[src/rtl/slice_key_detector.sv]
// Slice key front end: synchronises, debounces and turns each accepted key press into one slice pulse.
// Optional auto-repeat while the key is held is enabled by defining SLICE_AUTOREPEAT_EN.
module slice_key_detector #(
   parameter int DEBOUNCE_CYC   = 500000,
   parameter int CNT_W          = 20,
   parameter bit KEY_ACTIVE_LOW = 1'b1,
   parameter int REPEAT_CYC     = 25000000
) (
   input  logic       clk,
   input  logic       rst,
   input  logic       en_i,
   input  logic       key_i,
   output logic       slice_o,
   output logic       pressed_o,
   output logic [2:0] state_o
);

   typedef enum logic [2:0] {
      S_IDLE    = 3'd0,
      S_ARM     = 3'd1,
      S_FIRE    = 3'd2,
      S_HELD    = 3'd3,
      S_RELEASE = 3'd4
   } state_t;

   localparam logic             KEY_RELEASED = KEY_ACTIVE_LOW ? 1'b1 : 1'b0;
   localparam logic [CNT_W-1:0] DEB_LAST     = CNT_W'(DEBOUNCE_CYC - 1);

   if (DEBOUNCE_CYC < 2 || REPEAT_CYC < 1 ||
       (longint'(1) << CNT_W) <= longint'(DEBOUNCE_CYC)) begin : g_bad_params
      $error("slice_key_detector: DEBOUNCE_CYC/REPEAT_CYC out of range for CNT_W");
   end

`ifdef SLICE_AUTOREPEAT_EN
   localparam logic [CNT_W-1:0] REP_LAST = CNT_W'(REPEAT_CYC - 1);

   if ((longint'(1) << CNT_W) <= longint'(REPEAT_CYC)) begin : g_bad_repeat
      $error("slice_key_detector: CNT_W too narrow for REPEAT_CYC");
   end
`endif

   logic             r_sync1;
   logic             r_sync2;
   logic             w_key_s;
   state_t           r_state;
   state_t           w_state_nx;
   logic [CNT_W-1:0] r_cnt;
   logic             w_cnt_inc;

   // Synchroniser flops come out of reset at the released level so reset never looks like a press.
   always_ff @(posedge clk or posedge rst) begin
      if (rst) begin
         r_sync1 <= KEY_RELEASED;
         r_sync2 <= KEY_RELEASED;
      end else begin
         // NOTE: non-blocking assignments make r_sync2 take the old r_sync1, giving two real flop stages.
         r_sync1 <= key_i;
         r_sync2 <= r_sync1;
      end
   end

   assign w_key_s = (r_sync2 != KEY_RELEASED);

   always_comb begin
      // NOTE: defaults first so every path assigns both outputs and no latch is inferred.
      w_state_nx = r_state;
      w_cnt_inc  = 1'b0;
      case (r_state)
         S_IDLE: begin
            if (w_key_s) w_state_nx = S_ARM;
         end
         S_ARM: begin
            if (!w_key_s)              w_state_nx = S_IDLE;
            else if (r_cnt == DEB_LAST) w_state_nx = S_FIRE;
            else                       w_cnt_inc  = 1'b1;
         end
         S_FIRE: begin
            w_state_nx = S_HELD;
         end
         S_HELD: begin
`ifdef SLICE_AUTOREPEAT_EN
            if (!w_key_s)              w_state_nx = S_RELEASE;
            else if (r_cnt == REP_LAST) w_state_nx = S_FIRE;
            else                       w_cnt_inc  = 1'b1;
`else
            if (!w_key_s) w_state_nx = S_RELEASE;
`endif
         end
         S_RELEASE: begin
            if (w_key_s)               w_state_nx = S_HELD;
            else if (r_cnt == DEB_LAST) w_state_nx = S_IDLE;
            else                       w_cnt_inc  = 1'b1;
         end
         default: begin
            w_state_nx = S_IDLE;
         end
      endcase
   end

   // Every state change restarts the count, so the counter never has to wrap.
   always_ff @(posedge clk or posedge rst) begin
      if (rst) begin
         r_state <= S_IDLE;
         r_cnt   <= '0;
      end else begin
         r_state <= w_state_nx;
         if (w_state_nx != r_state) r_cnt <= '0;
         else if (w_cnt_inc)        r_cnt <= r_cnt + 1'b1;
      end
   end

   assign slice_o   = (r_state == S_FIRE) & en_i;
   assign pressed_o = (r_state == S_FIRE) | (r_state == S_HELD) | (r_state == S_RELEASE);
   assign state_o   = r_state;

endmodule
[config.mk]
export PLATFORM = sky130hd
export DESIGN_NAME = slice_key_detector
export DESIGN_NICKNAME = d
export VERILOG_FILES = /design/src/rtl/slice_key_detector.sv
export SDC_FILE = /design/constraint.sdc
export NUM_CORES = 1
export LEC_CHECK = 0
export ABC_AREA = 1
export CAP_MARGIN = 20
export CORE_AREA = 2 2 59 61
export CTS_BUF_LIST = sky130_fd_sc_hd__clkbuf_16
export DETAILED_ROUTE_END_ITERATION = 8
export DIE_AREA = 0 0 61 63
export GPL_TIMING_DRIVEN = 0
export PLACE_DENSITY = 0.67
export SLEW_MARGIN = 25
export SYNTH_ARGS = -nofsm -noshare
export SYNTH_HDL_FRONTEND = slang
export SYNTH_SLANG_ARGS = --single-unit
export TNS_END_PERCENT = 20
[constraint.sdc]
create_clock -name clk -period 3.5 [get_ports clk]
set_clock_uncertainty 0.15 [all_clocks]
set_input_delay 0.525 -clock clk [delete_from_list [all_inputs] [get_ports clk]]
set_output_delay 0.525 -clock clk [all_outputs]
set_load 0.005 [all_outputs]
==> flow_summary.yaml, run 1 <==
status:
  status: "completed"
layout:
  layout_common_cells: "nand2_1 (59), nor2_1 (41), inv_1 (29)"
  layout-drive-gt1-share_pct: 12.0
  final_common_cell: "nand2_1"
  area_growth_pct: 13.0
  nets: 256
  num_antenna_cells: 0
  instances_no_fill: 296
sta:
  fmax_mhz: 437
  layout_min_cycle_time_ps: 2290
  tns_ps: 0
  slew_headroom_pct: 65.5
  drv_slew: 0
  tightest_slew_ps: 517
  setup_ws_ps: 1210
  final-setup-viol-count: 0
  finalHoldViolations: 0
  finalCritPeriodShare_pct: 65.4
  rsz0062_at_grt: "false"
  whs_ps: 207
power_and_ir_drop:
  vdd_ir_drop_max_mv: 0.244
  p_leak_uw: 0.000791
  p_total_uw: 645
  power_density_mw_per_mm2: 341
setup_path:
  path_class: "in2out"
  r2r_slack_ps: 1440
  r2r.worst_path.cells: 10
  arrival_ps: 1610
  reg2reg_to: "r_cnt[19]"
  end_kind: "primary output"
  cp_max_fo: 1
  cp_data_required_time_ps: 2820
  r2r-start: "r_cnt[1]"
  start_kind: "input pin"
die:
  die_area_mm2: 0.00384
  floorplan.initialDensity_pct: 51.8
  io_pins: 9
  die_y_um: 63
  num_rows: 21
  core_mm2: 0.00323
  die_w_um: 61
global_route:
  use_met2_pct: 33.1
  antenna_found_initial: 0
  track_usage_pct: 22.5
  grt_max_degree: 26
  busiest_layer: "met1"
  grt_use_met3_pct: 2.69
  grtUsageMet1_pct: 35.0
  grt-ovfl-total: 0
  grt_pass1_vias: 1420
  grt_pass1_wl_um: 6620
logic_synthesis:
  synthXorXnorAreaFrac_pct: 3.14
  synth.avg_cell_area_um2: 7.03
  netlist_area_mm2: 0.00167
  yosys_warnings: 0
  synth_fa_ha_area_share_pct: 0.748
  syn_inst: 238
  syn_nets: 243
  synth_compound_area_share_pct: 4.26
  synth_top_family_by_area: "simple AND/OR/NAND/NOR gates"
  synth.distinct_cells: 29
  synthSimpleGateAreaFrac_pct: 43.8
  synth-seq-cells: 25
  synth_mux_area_share_pct: 0
  seq_area_frac_synth_pct: 37.5
cts:
  insertion_delay_ps: 260
  cts_htree_levels: 1
  root_buffer: "clkbuf_16"
  clkSinkCount: 25
  numCtsBuffers: 3
  clk_pin_slew_ps: 60
  post_cts_buffers: 0
  cts_buffer_depth: 2
  ctsHoldBuffers: 0
  cts_tree: "built"
  cts_resized: 0
min_path:
  whs_path_depth: 0
  min_from: "r_sync1"
  hold_class: "reg2reg"
  holdPathEnd: "r_sync2"
drt:
  wl_um: 3670
  ant_nets: 0
  post_drt_wl_per_cell_um: 12.4
  drt_drc_violations_left: 0
  drtPass1Iterations: 4
  routed_via_density: 5.08
  dr.first_iter.drc_count: 113
  vias: 1503
place:
  port_buffers: 8
  dpl_worst_slack_ps: 1220
  finalWeightedCongestion: 0.846
  hpwlAfterDp_um: 2770
  dp_cells: 292
run:
  max_cap_violations: 0
[area by class of cell]
type	count	area [um^2]
inverters	34	133
well taps	46	57.6
multi-input cells	174	868
clock inverters	1	5.00
fillers	314	1340
plain buffers	5	43.8
flip-flops and latches	25	628
clock buffers	3	75.1
repair buffers	8	80.1
[cells by family after synthesis]
logic type	Yosys count
DFF	25
xor gates and xnor gates	6
AOI/OAI and AO/OA	11
buffers and inverters	39
and+or+nand+nor	156
adders and majority gates	1
[Yosys cell counts]
| master | instances | area share, % |
|---|---|---|
| nor4_4 | 1 | 1.3 |
| o211ai_1 | 1 | 0.45 |
| nand4_1 | 14 | 5.2 |
| nor3_1 | 9 | 2.7 |
| nand3_1 | 18 | 5.4 |
| nand3_2 | 1 | 0.60 |
| o21ai_0 | 5 | 1.5 |
| xnor2_1 | 3 | 1.6 |
| nand2_4 | 1 | 0.67 |
| buf_6 | 3 | 2.0 |
| nor2_4 | 2 | 1.3 |
| o21bai_1 | 1 | 0.45 |
| inv_2 | 3 | 0.67 |
| ha_1 | 1 | 0.75 |
| a21oi_1 | 2 | 0.60 |
| dfstp_2 | 2 | 3.1 |
| nand2_1 | 59 | 13 |
| inv_1 | 30 | 6.7 |
| inv_6 | 1 | 0.52 |
| nand4_2 | 1 | 0.75 |
| xor2_1 | 3 | 1.6 |
| buf_2 | 2 | 0.60 |
| nor4_1 | 2 | 0.75 |
| nor2_1 | 41 | 9.2 |
| nand2_2 | 2 | 0.75 |
| o21ai_4 | 1 | 0.97 |
| dfrtp_1 | 23 | 34 |
| o21ai_1 | 1 | 0.30 |
| nor2_2 | 5 | 1.9 |
[state kept, by name, summed over array words and instances (netlist names)]
| signal | count |
|---|---|
| r_cnt | 20 |
| r_sync1 | 1 |
| r_sync2 | 1 |
| state_o | 3 |
[critical path, stage by stage]
cell,delay [ps]
clkdlybuf4s50_1,460
nand2_1,50
nor2_1,80
clkdlybuf4s50_1,500
[power breakdown]
group	leakage [uW]	switching (uW)	internal [uW]
Clock	0.0000409	101	154
Combinational	0.000410	61.4	27.3
Sequential	0.000340	6.07	296
[metal layers]
metal,up-vias,part of all wire (%)
li1,783,-
met1,684,51
met2,31,45
met3,5,3.1
met4,0,1.2
met5,-,0
[metrics by stage]
step	instance area [um^2]	util, %
after CTS	1890	58.5
final	1890	58.5
after detailed placement	1810	56.0
after global routing	1890	58.5
after floorplan	1670	-
after global placement	1810	56.0
[worst max path at each step]
stage          cells past startpoint       start        end  slack (ps)
6_report                           4        en_i    slice_o        1210
3_3_place_gp                       4        en_i    slice_o        1220
5_1_grt                            5  state_o[1]  pressed_o        1130
2_1_floorplan                     11    r_cnt[1]   r_cnt[8]        1800
4_1_cts                            4        en_i    slice_o        1210
3_5_place_dp                       4        en_i    slice_o        1220
(Power assumes the default switching activity.)
==> inputs of run 2 (changes only) <==
==> constraint.sdc (replaced) <==
create_clock -name clk -period 2.2 [get_ports clk]
set_clock_uncertainty 0.15 [all_clocks]
set_input_delay 0.33 -clock clk [delete_from_list [all_inputs] [get_ports clk]]
set_output_delay 0.33 -clock clk [all_outputs]
set_load 0.005 [all_outputs]
==> flow_summary.yaml, run 2 (synthesis results as in run 1) <==
status:
  status: "completed"
global_route:
  grt_max_degree: 26
  track_usage_pct: 22.5
  grt_pass1_vias: 1420
  antenna_found_initial: 0
  grt-ovfl-total: 0
  grt_pass1_wl_um: 6620
cts:
  cts_tree: "built"
  numCtsBuffers: 3
  root_buffer: "clkbuf_16"
  clkSinkCount: 25
  cts_htree_levels: 1
  insertion_delay_ps: 260
  clk_pin_slew_ps: 60
  ctsHoldBuffers: 0
  cts_buffer_depth: 2
drt:
  drt_drc_violations_left: 0
  wl_met2_um: 1640
  post_drt_wl_per_cell_um: 12.4
  wl_um: 3680
  dr.first_iter.drc_count: 106
  drtPass1Iterations: 4
  met1_length_um: 1880
  ant_nets: 0
  wl_met3_um: 106
  top_layer: "met4"
  vias: 1511
  routed_via_density: 5.10
layout:
  nets: 256
  final_util_pct: 58.7
  area_growth_pct: 13.3
  final_common_cell: "nand2_1"
  multiInputGateArea_um2: 873
  largest_register: "r_cnt"
  layout_common_cells: "nand2_1 (59), nor2_1 (40), inv_1 (29)"
  layout-drive-gt1-share_pct: 12.8
  instances_no_fill: 296
  seq_area_um2: 628
  n_fill_cell: 314
  largest_register_ffs: 20
  num_antenna_cells: 0
setup_path:
  start_kind: "flop"
  cp_max_fo: 8
  cp_common_cell: "nand2_1"
  r2r.worst_path.cells: 10
  arrival_ps: 1610
  crit_path_max_incr_delay_ps: 490
  r2r_slack_ps: 210
  cp_data_required_time_ps: 1720
  end_kind: "primary output"
  path_class: "reg2out"
  crit_slowest_cell: "clkdlybuf4s50_1"
  cp_cell_sequence: "buf_6 > nor2_2 > nand2_1 > nand2_1 > clkdlybuf4s50_1"
power_and_ir_drop:
  vdd_ir_drop_max_mv: 0.388
  power_density_mw_per_mm2: 543
  p_leak_uw: 0.000789
die:
  floorplan.initialDensity_pct: 51.8
  die_area_mm2: 0.00384
  num_rows: 21
  core_mm2: 0.00323
  die_w_um: 61
  die_y_um: 63
  io_pins: 9
sta:
  finalCritPeriodShare_pct: 94.9
  fmax_mhz: 479
  tns_ps: 0
  tightest_slew_ps: 517
  final-setup-viol-count: 0
  slew_headroom_pct: 65.5
  layout_min_cycle_time_ps: 2090
  finalHoldViolations: 0
  drv_slew: 0
  rsz0062_at_grt: "false"
min_path:
  whs_path_depth: 0
  hold_class: "reg2reg"
place:
  port_buffers: 8
  finalWeightedCongestion: 0.846
  hpwlAfterDp_um: 2770
  dp_cells: 292
run:
  max_cap_violations: 0
## run 2: stage by stage
stage	hold WS, ps	cell area, um^2	worst slack (ps)	power [uW]
2_1_floorplan	184	1670	502	588
3_3_place_gp	196	1810	184	629
3_5_place_dp	198	1810	185	631
4_1_cts	207	1890	111	1040
5_1_grt	209	1900	8.03	1070
6_report	207	1900	113	1030
## run 2: timing repair
| item | 4_1_cts | 5_1_grt |
|---|---|---|
| setup buffers | 0 | 0 |
| resized for setup | 0 | 2 |
| endpoints found under the setup margin | 0 | 10 |
## run 2: final timing paths
| check | to | start |
|---|---|---|
| setup / recovery | pressed_o | state_o[1] |
| hold / removal | r_sync2 | r_sync1 |
| setup reg to reg | r_cnt[19] | r_cnt[1] |
| hold reg to reg | r_sync2 | r_sync1 |
| max in group asynchronous | r_sync1 | rst |
| min in group asynchronous | r_cnt[1] | rst |
## run 2: worst max-delay path: cells and delay by family, from the launching register on
| family | cells | cell delay [ps] |
|---|---|---|
| buf+inv | 2 | 640 |
| flops | 1 | 400 |
| simple gates | 3 | 320 |
## run 2: cell type report
| class | instances | area share (%) |
|---|---|---|
| plain buffers | 5 | 2.31 |
| clock buffers | 3 | 3.96 |
| clock inverters | 1 | 0.264 |
| inverters | 34 | 7.00 |
| multi-input cells | 174 | 46.1 |
| flip-flops and latches | 25 | 33.1 |
| well taps | 46 | 3.04 |
| repair buffers | 8 | 4.22 |
## run 2: where the power goes
part,switching (uW),internal (uW)
clock network,161,245
logic,97.9,43.8
registers,9.89,471
total,269,760
## run 2: per-layer routing
layer	track usage (%)	up-vias
li1	-	784
met1	35.0	688
met2	33.1	34
met3	2.69	5
met4	4.89	0
met5	0	-
